## config.mk

```make
export PLATFORM = sky130hd
export DESIGN_NAME = axil_reg_slice
export DESIGN_NICKNAME = d
export VERILOG_FILES = /design/src/rtl/axil_reg_slice.sv
export SDC_FILE = /design/constraint.sdc
export NUM_CORES = 1
export LEC_CHECK = 0
export CAP_MARGIN = 0
export CELL_PAD_IN_SITES_DETAIL_PLACEMENT = 0
export CELL_PAD_IN_SITES_GLOBAL_PLACEMENT = 1
export CORE_MARGIN = 2
export CORE_UTILIZATION = 41
export DETAILED_ROUTE_END_ITERATION = 12
export MAX_ROUTING_LAYER = met4
export PLACE_DENSITY_LB_ADDON = 0.1
export REMOVE_ABC_BUFFERS = 1
export SYNTH_ARGS = -nofsm -noshare
export SYNTH_HDL_FRONTEND = slang
export SYNTH_HIERARCHICAL = 1
export SYNTH_SLANG_ARGS = --single-unit
```

## constraint.sdc

```tcl
create_clock -name aclk -period 5.07 [get_ports aclk]
set_clock_uncertainty 0.2 [all_clocks]
set_input_delay 1.014 -clock aclk [delete_from_list [all_inputs] [get_ports aclk]]
set_output_delay 1.014 -clock aclk [all_outputs]
set_load 0.02 [all_outputs]
```

## src/rtl/axil_reg_slice.sv

```systemverilog
// AXI4-Lite register slice. Each of the five channels gets its own bypass,
// forward-register or skid-buffer stage, selected per channel by a mode parameter.

module axil_reg_slice_chan #(
  parameter int unsigned WIDTH = 32,
  parameter int unsigned MODE  = 2
) (
  input  logic             aclk,
  input  logic             aresetn,
  input  logic [WIDTH-1:0] in_data,
  input  logic             in_valid,
  output logic             in_ready,
  output logic [WIDTH-1:0] out_data,
  output logic             out_valid,
  input  logic             out_ready
);

  if (MODE == 0) begin : g_bypass
    // Pure wires; clock and reset are intentionally unused here
    logic unused_clk_rst;
    assign unused_clk_rst = aclk ^ aresetn;
    assign out_data  = in_data;
    assign out_valid = in_valid;
    assign in_ready  = out_ready;
  end else if (MODE == 1) begin : g_fwd
    logic             valid_q;
    logic [WIDTH-1:0] data_q;

    assign in_ready  = !valid_q || out_ready;
    assign out_valid = valid_q;
    assign out_data  = data_q;

    // Payload is cleared whenever the stage empties
    always_ff @(posedge aclk) begin
      if (!aresetn) begin
        valid_q <= 1'b0;
        data_q  <= '0;
      end else if (in_ready) begin
        valid_q <= in_valid;
        data_q  <= in_valid ? in_data : '0;
      end
    end
  end else begin : g_skid
    typedef enum logic [1:0] {
      EMPTY = 2'd0,
      ONE   = 2'd1,
      FULL  = 2'd2
    } state_t;

    state_t           state_q, state_n;
    logic [WIDTH-1:0] out_q, out_n;
    logic [WIDTH-1:0] skid_q, skid_n;
    logic             valid_q, ready_q;
    logic             in_fire, out_fire;

    assign in_fire   = in_valid && ready_q;
    assign out_fire  = valid_q && out_ready;
    assign in_ready  = ready_q;
    assign out_valid = valid_q;
    assign out_data  = out_q;

    // Ready and valid are decoded from the next state so both stay registered
    always_ff @(posedge aclk) begin
      if (!aresetn) begin
        state_q <= EMPTY;
        out_q   <= '0;
        skid_q  <= '0;
        valid_q <= 1'b0;
        ready_q <= 1'b0;
      end else begin
        state_q <= state_n;
        out_q   <= out_n;
        skid_q  <= skid_n;
        valid_q <= (state_n != EMPTY);
        ready_q <= (state_n != FULL);
      end
    end

    always_comb begin
      state_n = state_q;
      out_n   = out_q;
      skid_n  = skid_q;
      case (state_q)
        EMPTY: begin
          if (in_fire) begin
            out_n   = in_data;
            state_n = ONE;
          end
        end
        ONE: begin
          if (in_fire && !out_fire) begin
            skid_n  = in_data;
            state_n = FULL;
          end else if (!in_fire && out_fire) begin
            out_n   = '0;
            state_n = EMPTY;
          end else if (in_fire && out_fire) begin
            out_n = in_data;
          end
        end
        FULL: begin
          // Upstream is stalled here, so only a drain can occur
          if (out_fire) begin
            out_n   = skid_q;
            skid_n  = '0;
            state_n = ONE;
          end
        end
        default: begin
          state_n = EMPTY;
          out_n   = '0;
          skid_n  = '0;
        end
      endcase
    end
  end

endmodule

module axil_reg_slice #(
  parameter int unsigned ADDR_WIDTH = 32,
  parameter int unsigned DATA_WIDTH = 32,
  parameter int unsigned STRB_WIDTH = DATA_WIDTH / 8,
  parameter int unsigned AW_MODE    = 2,
  parameter int unsigned W_MODE     = 2,
  parameter int unsigned B_MODE     = 2,
  parameter int unsigned AR_MODE    = 2,
  parameter int unsigned R_MODE     = 2
) (
  input  logic                  aclk,
  input  logic                  aresetn,

  input  logic [ADDR_WIDTH-1:0] s_axil_awaddr,
  input  logic [2:0]            s_axil_awprot,
  input  logic                  s_axil_awvalid,
  output logic                  s_axil_awready,
  input  logic [DATA_WIDTH-1:0] s_axil_wdata,
  input  logic [STRB_WIDTH-1:0] s_axil_wstrb,
  input  logic                  s_axil_wvalid,
  output logic                  s_axil_wready,
  output logic [1:0]            s_axil_bresp,
  output logic                  s_axil_bvalid,
  input  logic                  s_axil_bready,
  input  logic [ADDR_WIDTH-1:0] s_axil_araddr,
  input  logic [2:0]            s_axil_arprot,
  input  logic                  s_axil_arvalid,
  output logic                  s_axil_arready,
  output logic [DATA_WIDTH-1:0] s_axil_rdata,
  output logic [1:0]            s_axil_rresp,
  output logic                  s_axil_rvalid,
  input  logic                  s_axil_rready,

  output logic [ADDR_WIDTH-1:0] m_axil_awaddr,
  output logic [2:0]            m_axil_awprot,
  output logic                  m_axil_awvalid,
  input  logic                  m_axil_awready,
  output logic [DATA_WIDTH-1:0] m_axil_wdata,
  output logic [STRB_WIDTH-1:0] m_axil_wstrb,
  output logic                  m_axil_wvalid,
  input  logic                  m_axil_wready,
  input  logic [1:0]            m_axil_bresp,
  input  logic                  m_axil_bvalid,
  output logic                  m_axil_bready,
  output logic [ADDR_WIDTH-1:0] m_axil_araddr,
  output logic [2:0]            m_axil_arprot,
  output logic                  m_axil_arvalid,
  input  logic                  m_axil_arready,
  input  logic [DATA_WIDTH-1:0] m_axil_rdata,
  input  logic [1:0]            m_axil_rresp,
  input  logic                  m_axil_rvalid,
  output logic                  m_axil_rready
);

  localparam int unsigned AX_W = ADDR_WIDTH + 3;
  localparam int unsigned W_W  = DATA_WIDTH + STRB_WIDTH;
  localparam int unsigned B_W  = 2;
  localparam int unsigned R_W  = DATA_WIDTH + 2;

  logic [AX_W-1:0] aw_out, ar_out;
  logic [W_W-1:0]  w_out;
  logic [B_W-1:0]  b_out;
  logic [R_W-1:0]  r_out;

  assign {m_axil_awprot, m_axil_awaddr} = aw_out;
  assign {m_axil_wstrb, m_axil_wdata}   = w_out;
  assign s_axil_bresp                   = b_out;
  assign {m_axil_arprot, m_axil_araddr} = ar_out;
  assign {s_axil_rresp, s_axil_rdata}   = r_out;

  axil_reg_slice_chan #(.WIDTH(AX_W), .MODE(AW_MODE)) u_aw (
    .aclk      (aclk),
    .aresetn   (aresetn),
    .in_data   ({s_axil_awprot, s_axil_awaddr}),
    .in_valid  (s_axil_awvalid),
    .in_ready  (s_axil_awready),
    .out_data  (aw_out),
    .out_valid (m_axil_awvalid),
    .out_ready (m_axil_awready)
  );

  axil_reg_slice_chan #(.WIDTH(W_W), .MODE(W_MODE)) u_w (
    .aclk      (aclk),
    .aresetn   (aresetn),
    .in_data   ({s_axil_wstrb, s_axil_wdata}),
    .in_valid  (s_axil_wvalid),
    .in_ready  (s_axil_wready),
    .out_data  (w_out),
    .out_valid (m_axil_wvalid),
    .out_ready (m_axil_wready)
  );

  // Response channels flow from master side back to slave side
  axil_reg_slice_chan #(.WIDTH(B_W), .MODE(B_MODE)) u_b (
    .aclk      (aclk),
    .aresetn   (aresetn),
    .in_data   (m_axil_bresp),
    .in_valid  (m_axil_bvalid),
    .in_ready  (m_axil_bready),
    .out_data  (b_out),
    .out_valid (s_axil_bvalid),
    .out_ready (s_axil_bready)
  );

  axil_reg_slice_chan #(.WIDTH(AX_W), .MODE(AR_MODE)) u_ar (
    .aclk      (aclk),
    .aresetn   (aresetn),
    .in_data   ({s_axil_arprot, s_axil_araddr}),
    .in_valid  (s_axil_arvalid),
    .in_ready  (s_axil_arready),
    .out_data  (ar_out),
    .out_valid (m_axil_arvalid),
    .out_ready (m_axil_arready)
  );

  axil_reg_slice_chan #(.WIDTH(R_W), .MODE(R_MODE)) u_r (
    .aclk      (aclk),
    .aresetn   (aresetn),
    .in_data   ({m_axil_rresp, m_axil_rdata}),
    .in_valid  (m_axil_rvalid),
    .in_ready  (m_axil_rready),
    .out_data  (r_out),
    .out_valid (s_axil_rvalid),
    .out_ready (s_axil_rready)
  );

endmodule

```

==> out/results.tsv, run 1 <==
stage	metric	value	unit
hold_path	Hold Path Class	reg2reg	
clock_tree	H-tree lvl count	2	
placement	IO Port Bufs	305	
clock_tree	Setup Buffers After CTS	0	
synth	Simple-Gate Fraction of Synth Area	0.181	
synth	Area contributors post-synth	dfxtp_1 43%, nand2_1 15%, mux2_2 11%	
final_layout	nets	1945	
floorplanning	# IOs	306	
synth	list of most frequent post-synthesis cells	579 x nand2_1, 304 x dfxtp_1, 141 x mux2i_1, 132 x mux2_2, 104 x o22ai_1	
critical_path	CP endpoint	u_r/out_data[8]	
critical_path	crit path kind	reg2reg	
synth	#FFs+latches synth	304	
critical_path	Crit path largest cell delay	0.89	ns
synth	Syn Std Cell Area	14100	sq um
detailed_routing	Routed Wire Length	36900	microns
sta	setup TNS	0	ns
synth	count leader, synth	nand2_1	
detailed_routing	DR pass1 iterations	5	
final_layout	Non-Filler Instances	2272	
sta	Tcrit/Tclk final	0.579	
grt	vias in the first global route	10800	
final_layout	area grow syn2layout	28.5	%
synth	Seq/Total Area, Yosys	0.430	
floorplanning	row cnt	68	
synth	count of different cell masters after synthesis	39	
grt	GRT overflow	0	
placement	hpwl dp	22800	microns
clock_tree	total CTS buffers	36	
sta	RSZ-0062 raised after global routing	false	
detailed_routing	DR vias	11400	
clock_tree	CTS resizes	0	
detailed_routing	drt initial violations	505	
synth	Mapped Cells	1567	
sta	Final Slew Violations	0	
synth	EDFF count, synth	0	
grt	gr usage total	0.203	
critical_path	crit path DAT	3.08	ns
detailed_routing	vias per cell	5.01	
floorplanning	die footprint	36000	sq um
clock_tree	Clock transition at path regs	0.06	ns
critical_path	Critical Path Source	u_r/g_skid.state_q[1]	
sta	final setup vio count	0	
final_layout	Layout Utilization	0.530	
synth	Syn. warnings	6	
placement	GPL Wtd Cong	0.760	
sta	Slew headroom	0.209	
synth	Synth Area in Adders	0	
floorplanning	core region area	34300	sq um
clock_tree	Clk Tree Root Cell	clkbuf_16	
grt	pin count of the biggest net entering global routing	131	
synth	Mean Syn Cell Area	9.03	sq um
hold_path	hold path cells	2	
critical_path	CP required	5.21	ns
grt	initial antenna violation count	4	
synth	post-synthesis mux area share	0.211	
run	total of max-cap violations	0	
synth	post-synth top area share	0.430	
critical_path	Startpoint Class	register	
placement	Placed Cells	2208	
sta	Worst Tran Pin Value	1.18	ns
synth	main combinational cell family by area after synthesis	multiplexers	
clock_tree	maximum root-to-sink buffer count	3	
floorplanning	die height	190	microns
synth	largest area contributor in the netlist	dfxtp_1	
status	status	finished clean	
final_layout	share of layout cells above drive strength 1	0.149	
floorplanning	initial core utilization	0.413	
sta	final hold vios	0	
sta	fmax	0.341	GHz
critical_path	Critical Path End Type	register	
sta	crit path time final	2.93	ns
detailed_routing	drc violations	0	
synth	ys async rst share	0	
synth	XOR/XNOR share of the synthesized area	0.000619	
clock_tree	clock tree sinks	304	
critical_path	R2R Setup Slk	2.14	ns
detailed_routing	Routed WL per cell	16.2	microns
critical_path	r2r worst-path depth	5	
power	Power Density	332	nW/um^2
critical_path	reg-to-reg critical path startpoint	u_r/g_skid.state_q[1]	
critical_path	crit-path cells	buf_4 -> nor2b_1 -> a32o_2 -> a21oi_4 -> o22ai_1	
grt	first-pass GRT wire length	57900	microns
clock_tree	TritonCTS clock tree	done	
detailed_routing	Antenna Nets Post-Route	0	
floorplanning	Die X	190	microns
critical_path	r2r endpoint	u_r/out_data[8]	
clock_tree	Clock Latency Late Sink	0.51	ns
power	Static Leak	6.22	nW
critical_path	slowest CP cell	a21oi_4	
synth	Compound-Gate Fraction of Synth Area	0.112	
clock_tree	Hold-fix buffers, CTS	0	
power	worst vdd ir	0.000239	V
synth	ys flop type	dfxtp_1	
critical_path	CP Max Fanout	34	
-- cell type report --
| type | instances | area [sq um] |
|---|---|---|
| flip-flops and latches | 304 | 6090 |
| fillers | 3229 | 16100 |
| diodes | 3 | 7.51 |
| repair buffers | 323 | 3210 |
| clock buffers | 53 | 1070 |
| clock inverters | 8 | 97.6 |
| well taps | 455 | 569 |
| multi-input cells | 1126 | 7150 |
-- metal layers --
| layer | up-vias | wire length (microns) | track usage |
|---|---|---|---|
| met1 | 5277 | 17200 | 0.265 |
| li1 | 5758 | - | - |
| met2 | 291 | 16600 | 0.317 |
| met5 | - | 0 | - |
| met4 | 0 | 884 | 0.0617 |
| met3 | 54 | 2160 | 0.0417 |
-- logic make-up after synthesis --
group	Yosys count
xor gates and xnor gates	1
buffers and inverters	137
and+or+nand+nor	644
muxes	281
DFF	304
AOI/OAI and AO/OA	200
-- sequential cells by signal, summed over array words and instances (netlist names), 34 cells and up --
register            count
u_ar/g_skid.skid_q     35
u_ar/out_data          35
u_aw/g_skid.skid_q     35
u_aw/out_data          35
u_r/g_skid.skid_q      34
u_r/out_data           34
u_w/g_skid.skid_q      36
u_w/out_data           36
-- stage by stage --
step                power [W]  instance area [sq um]  setup slack, ns  hold slack [ns]
finish                0.00604                  18200             2.14            0.252
global route          0.00629                  18200             1.96            0.263
CTS                   0.00612                  18200             2.11            0.255
detailed placement    0.00354                  17000             1.62            0.244
global placement      0.00354                  17000             1.67            0.238
floorplan             0.00307                  13200             1.98            0.231
-- worst max-delay path: cells and delay by family, from the launching register on --
family / cells / cell delay, ns
buffers and inverters: 1 / 0.39
DFF: 1 / 0.56
AOI/OAI and AO/OA: 3 / 1.39
and+or+nand+nor: 1 / 0.21
-- report_power, final --
part	switching, W	internal, W	leakage, nW
combinational	0.000486	0.000444	3.17
sequential	0.0000722	0.00248	2.47
clock	0.00100	0.00155	0.576
total	0.00156	0.00448	6.22
-- how the worst min path moves through the flow --
stage                                      start                      to  slack (ns)
after detailed placement   u_w/g_skid.skid_q[24]   u_w/g_skid.skid_q[24]        0.24
after global placement    u_ar/g_skid.skid_q[27]  u_ar/g_skid.skid_q[27]        0.24
after CTS                 u_aw/g_skid.skid_q[33]  u_aw/g_skid.skid_q[33]        0.25
after global routing      u_ar/g_skid.skid_q[15]  u_ar/g_skid.skid_q[15]        0.26
final                     u_ar/g_skid.skid_q[20]  u_ar/g_skid.skid_q[20]        0.25
after floorplan            u_ar/g_skid.skid_q[0]   u_ar/g_skid.skid_q[0]        0.23
-- layout by cell type, fill, tap and decap left out, types with 3 or more instances in the layout --
cell             synthesis  layout
a211oi_2                 4       4
a21boi_1                 4       4
a21oi_1                 20      20
a21oi_2                  3       3
a21oi_4                  5       5
and2_1                   9       9
and3b_1                  5       4
and3b_2                  3       4
buf_4                   18      17
clkbuf_1                54       8
clkbuf_16                0      37
clkbuf_8                 2       8
clkdlybuf4s50_1          0     304
clkinv_2                 0       4
dfxtp_1                304     301
dfxtp_2                  0       3
diode_2                  0       3
mux2_1                   8       8
mux2_2                 132     132
mux2i_1                141     141
nand2_1                579     579
nand3_1                  9       9
nor2_1                  21      21
nor2b_1                  9       9
o21a_1                  10      10
o21ai_1                  4       4
o22a_2                   1       4
o22ai_1                104     104
o22ai_2                 38      38
(Power assumes the default switching activity.)
==> run 2, diff against run 1 <==
Settings changed: CORE_UTILIZATION 41 to 38.
Clock period 5.07 ns to 3.05 ns, I/O delays scaled along.
==> out/results.tsv, run 2 (synthesis gave the netlist of run 1 again) <==
stage	metric	value	unit	change
status	status	finished clean		unchanged
detailed_routing	Routed WL per cell	16.7	microns	was 16.2 microns
grt	gr usage total	0.197		was 0.203
clock_tree	total CTS buffers	36		unchanged
final_layout	nets	1965		was 1,945
detailed_routing	drt initial violations	510		was 505
critical_path	R2R Setup Slk	1.00	ns	was 2.14 ns
placement	Post-DP Area	17300	sq um	was 17,000 sq um
critical_path	crit path kind	reg2out		was reg2reg
sta	Tcrit/Tclk final	0.771		
detailed_routing	DR vias	11400		about the same
grt	pin count of the biggest net entering global routing	114		was 131
hold_path	hold path cells	2		unchanged
grt	GRT overflow	0		unchanged
critical_path	CP Max Fanout	5		was 34
critical_path	r2r worst-path depth	5		unchanged
hold_path	Hold Path Sink	u_aw/g_skid.skid_q[15]		was u_ar/g_skid.skid_q[20]
critical_path	reg-to-reg critical path startpoint	u_aw/g_skid.state_q[1]		was u_r/g_skid.state_q[1]
hold_path	Hold Path Class	reg2reg		unchanged
clock_tree	maximum root-to-sink buffer count	3		unchanged
clock_tree	H-tree lvl count	2		unchanged
floorplanning	initial core utilization	0.386		was 0.413
critical_path	Crit path largest cell delay	0.64	ns	was 0.89 ns
critical_path	crit-path cells	clkdlybuf4s50_1		was buf_4 -> nor2b_1 -> a32o_2 -> a21oi_4 -> o22ai_1
critical_path	r2r endpoint	u_aw/out_data[26]		was u_r/out_data[8]
floorplanning	core region area	36600	sq um	was 34,300 sq um
detailed_routing	drc violations	0		unchanged
final_layout	area grow syn2layout	30.2	%	was 28.5%
final_layout	Non-Filler Instances	2304		was 2,272
placement	hpwl dp	25000	microns	was 22,800 microns
final_layout	Fillers	3480		was 3,229
clock_tree	CTS resizes	0		unchanged
power	Static Leak	6.33	nW	was 6.22 nW
grt	vias in the first global route	11000		was 10.8k
placement	GPL Wtd Cong	0.783		was 0.760
detailed_routing	DR pass1 iterations	4		was 5
clock_tree	Clk Tree Root Cell	clkbuf_16		unchanged
placement	IO Port Bufs	305		unchanged
sta	hold_ws	0.253	ns	was 0.252 ns
sta	final setup vio count	0		unchanged
clock_tree	Clock Latency Late Sink	0.50	ns	was 0.51 ns
clock_tree	TritonCTS clock tree	done		unchanged
sta	crit path time final	2.35	ns	
critical_path	slowest CP cell	clkdlybuf4s50_1		was a21oi_4
critical_path	Startpoint Class	register		unchanged
floorplanning	# IOs	306		unchanged
sta	Slew headroom	0.483		was 0.209
critical_path	Crit path max-delay family	buffers and inverters		was compound AO/OA/AOI/OAI gates
detailed_routing	Antenna Nets Post-Route	0		unchanged
final_layout	design area	18400	sq um	was 18,200 sq um
floorplanning	row cnt	70		was 68
sta	RSZ-0062 raised after global routing	false		unchanged
clock_tree	Clock transition at path regs	0.06	ns	about the same
grt	first-pass GRT wire length	60100	microns	was 57,900 microns
hold_path	hold wc startpoint	u_aw/g_skid.skid_q[15]		was u_ar/g_skid.skid_q[20]
clock_tree	clock tree sinks	304		unchanged
detailed_routing	Routed Wire Length	38500	microns	was 36,900 microns
sta	setup TNS	0	ns	unchanged
critical_path	Critical Path End Type	output port		was register
clock_tree	Setup Buffers After CTS	0		unchanged
final_layout	most common cell after layout, fill and taps aside	nand2_1		unchanged
placement	Placed Cells	2241		was 2,208
critical_path	Buf/Inv on CP	1		unchanged
sta	fmax	0.425	GHz	
floorplanning	Die X	197	microns	was 190 microns
power	Power Density	536	nW/um^2	was 332 nW/um^2
sta	Final Slew Violations	0		unchanged
clock_tree	Hold-fix buffers, CTS	0		unchanged
detailed_routing	vias per cell	4.94		was 5.01
final_layout	most frequent cells in the layout	579 x nand2_1, 304 x clkdlybuf4s50_1, 301 x dfxtp_1, 141 x mux2i_1, 132 x mux2_2		unchanged
floorplanning	die height	197	microns	was 190 microns
critical_path	CP required	2.24	ns	was 5.21 ns
run	total of max-cap violations	0		unchanged
power	worst vdd ir	0.000319	V	was 0.000239 V
grt	initial antenna violation count	7		was 4
final_layout	Layout Utilization	0.503		was 0.530
sta	Worst Tran Pin Value	0.775	ns	was 1.18 ns
critical_path	crit path DAT	1.54	ns	was 3.08 ns
final_layout	share of layout cells above drive strength 1	0.157		was 0.149
floorplanning	die footprint	38800	sq um	was 36,000 sq um
sta	final hold vios	0		unchanged
run 2: changes by cell type in the layout (fill, tap and decap cells not counted), sizes merged:
| cell | delta |
|---|---|
| clkinv | +1 |
| clkbuf | -2 |
| bufinv | -2 |
| inv | -2 |
| diode | +4 |
| buf | +20 |
run 2: worst max path at each step:
stage / from / to / cells past startpoint
floorplan: u_w/g_skid.state_q[1] / u_w/g_skid.skid_q[0] / 2
global placement: m_axil_awready / u_aw/out_data[30] / 6
detailed placement: m_axil_awready / u_aw/out_data[13] / 6
CTS: u_r/in_ready / m_axil_rready / 1
global route: u_r/in_ready / m_axil_rready / 1
finish: u_ar/in_ready / s_axil_arready / 1
run 2: tightest hold or removal path: stages, from the launching register on:
cell	delay (ns)
dfxtp_1	0.30
nand2_1	0.05
mux2i_1	0.05
run 2: report_power, final:
| group | switching (W) | internal [W] | total, W |
|---|---|---|---|
| sequential | 0.000118 | 0.00413 | 0.00424 |
| clock | 0.00162 | 0.00239 | 0.00401 |
| combinational | 0.000834 | 0.000781 | 0.00161 |
run 2: final cells by class:
cell class	count	area, sq um	area share
diodes	7	17.5	0.000951
clock buffers	51	1060	0.0575
clock inverters	5	25.0	0.00136
multi-input cells	1126	7150	0.388
flip-flops and latches	304	6090	0.331
well taps	468	586	0.0318
repair buffers	343	3490	0.190
run 2: through the flow:
stage	total power, W	setup slack [ns]
3_5_place_dp	0.00595	0.463
5_1_grt	0.0103	0.645
4_1_cts	0.0100	0.675
6_report	0.00987	0.699
2_1_floorplan	0.00510	-0.0327
3_3_place_gp	0.00594	0.463
run 2: metal layers:
metal  GRT usage  part of all wire  vias up
met5           -                 0        -
li1            -                 -     5804
met3      0.0402             0.051       45
met1       0.262              0.48     5311
met4      0.0482             0.016        0
met2       0.308              0.45      228
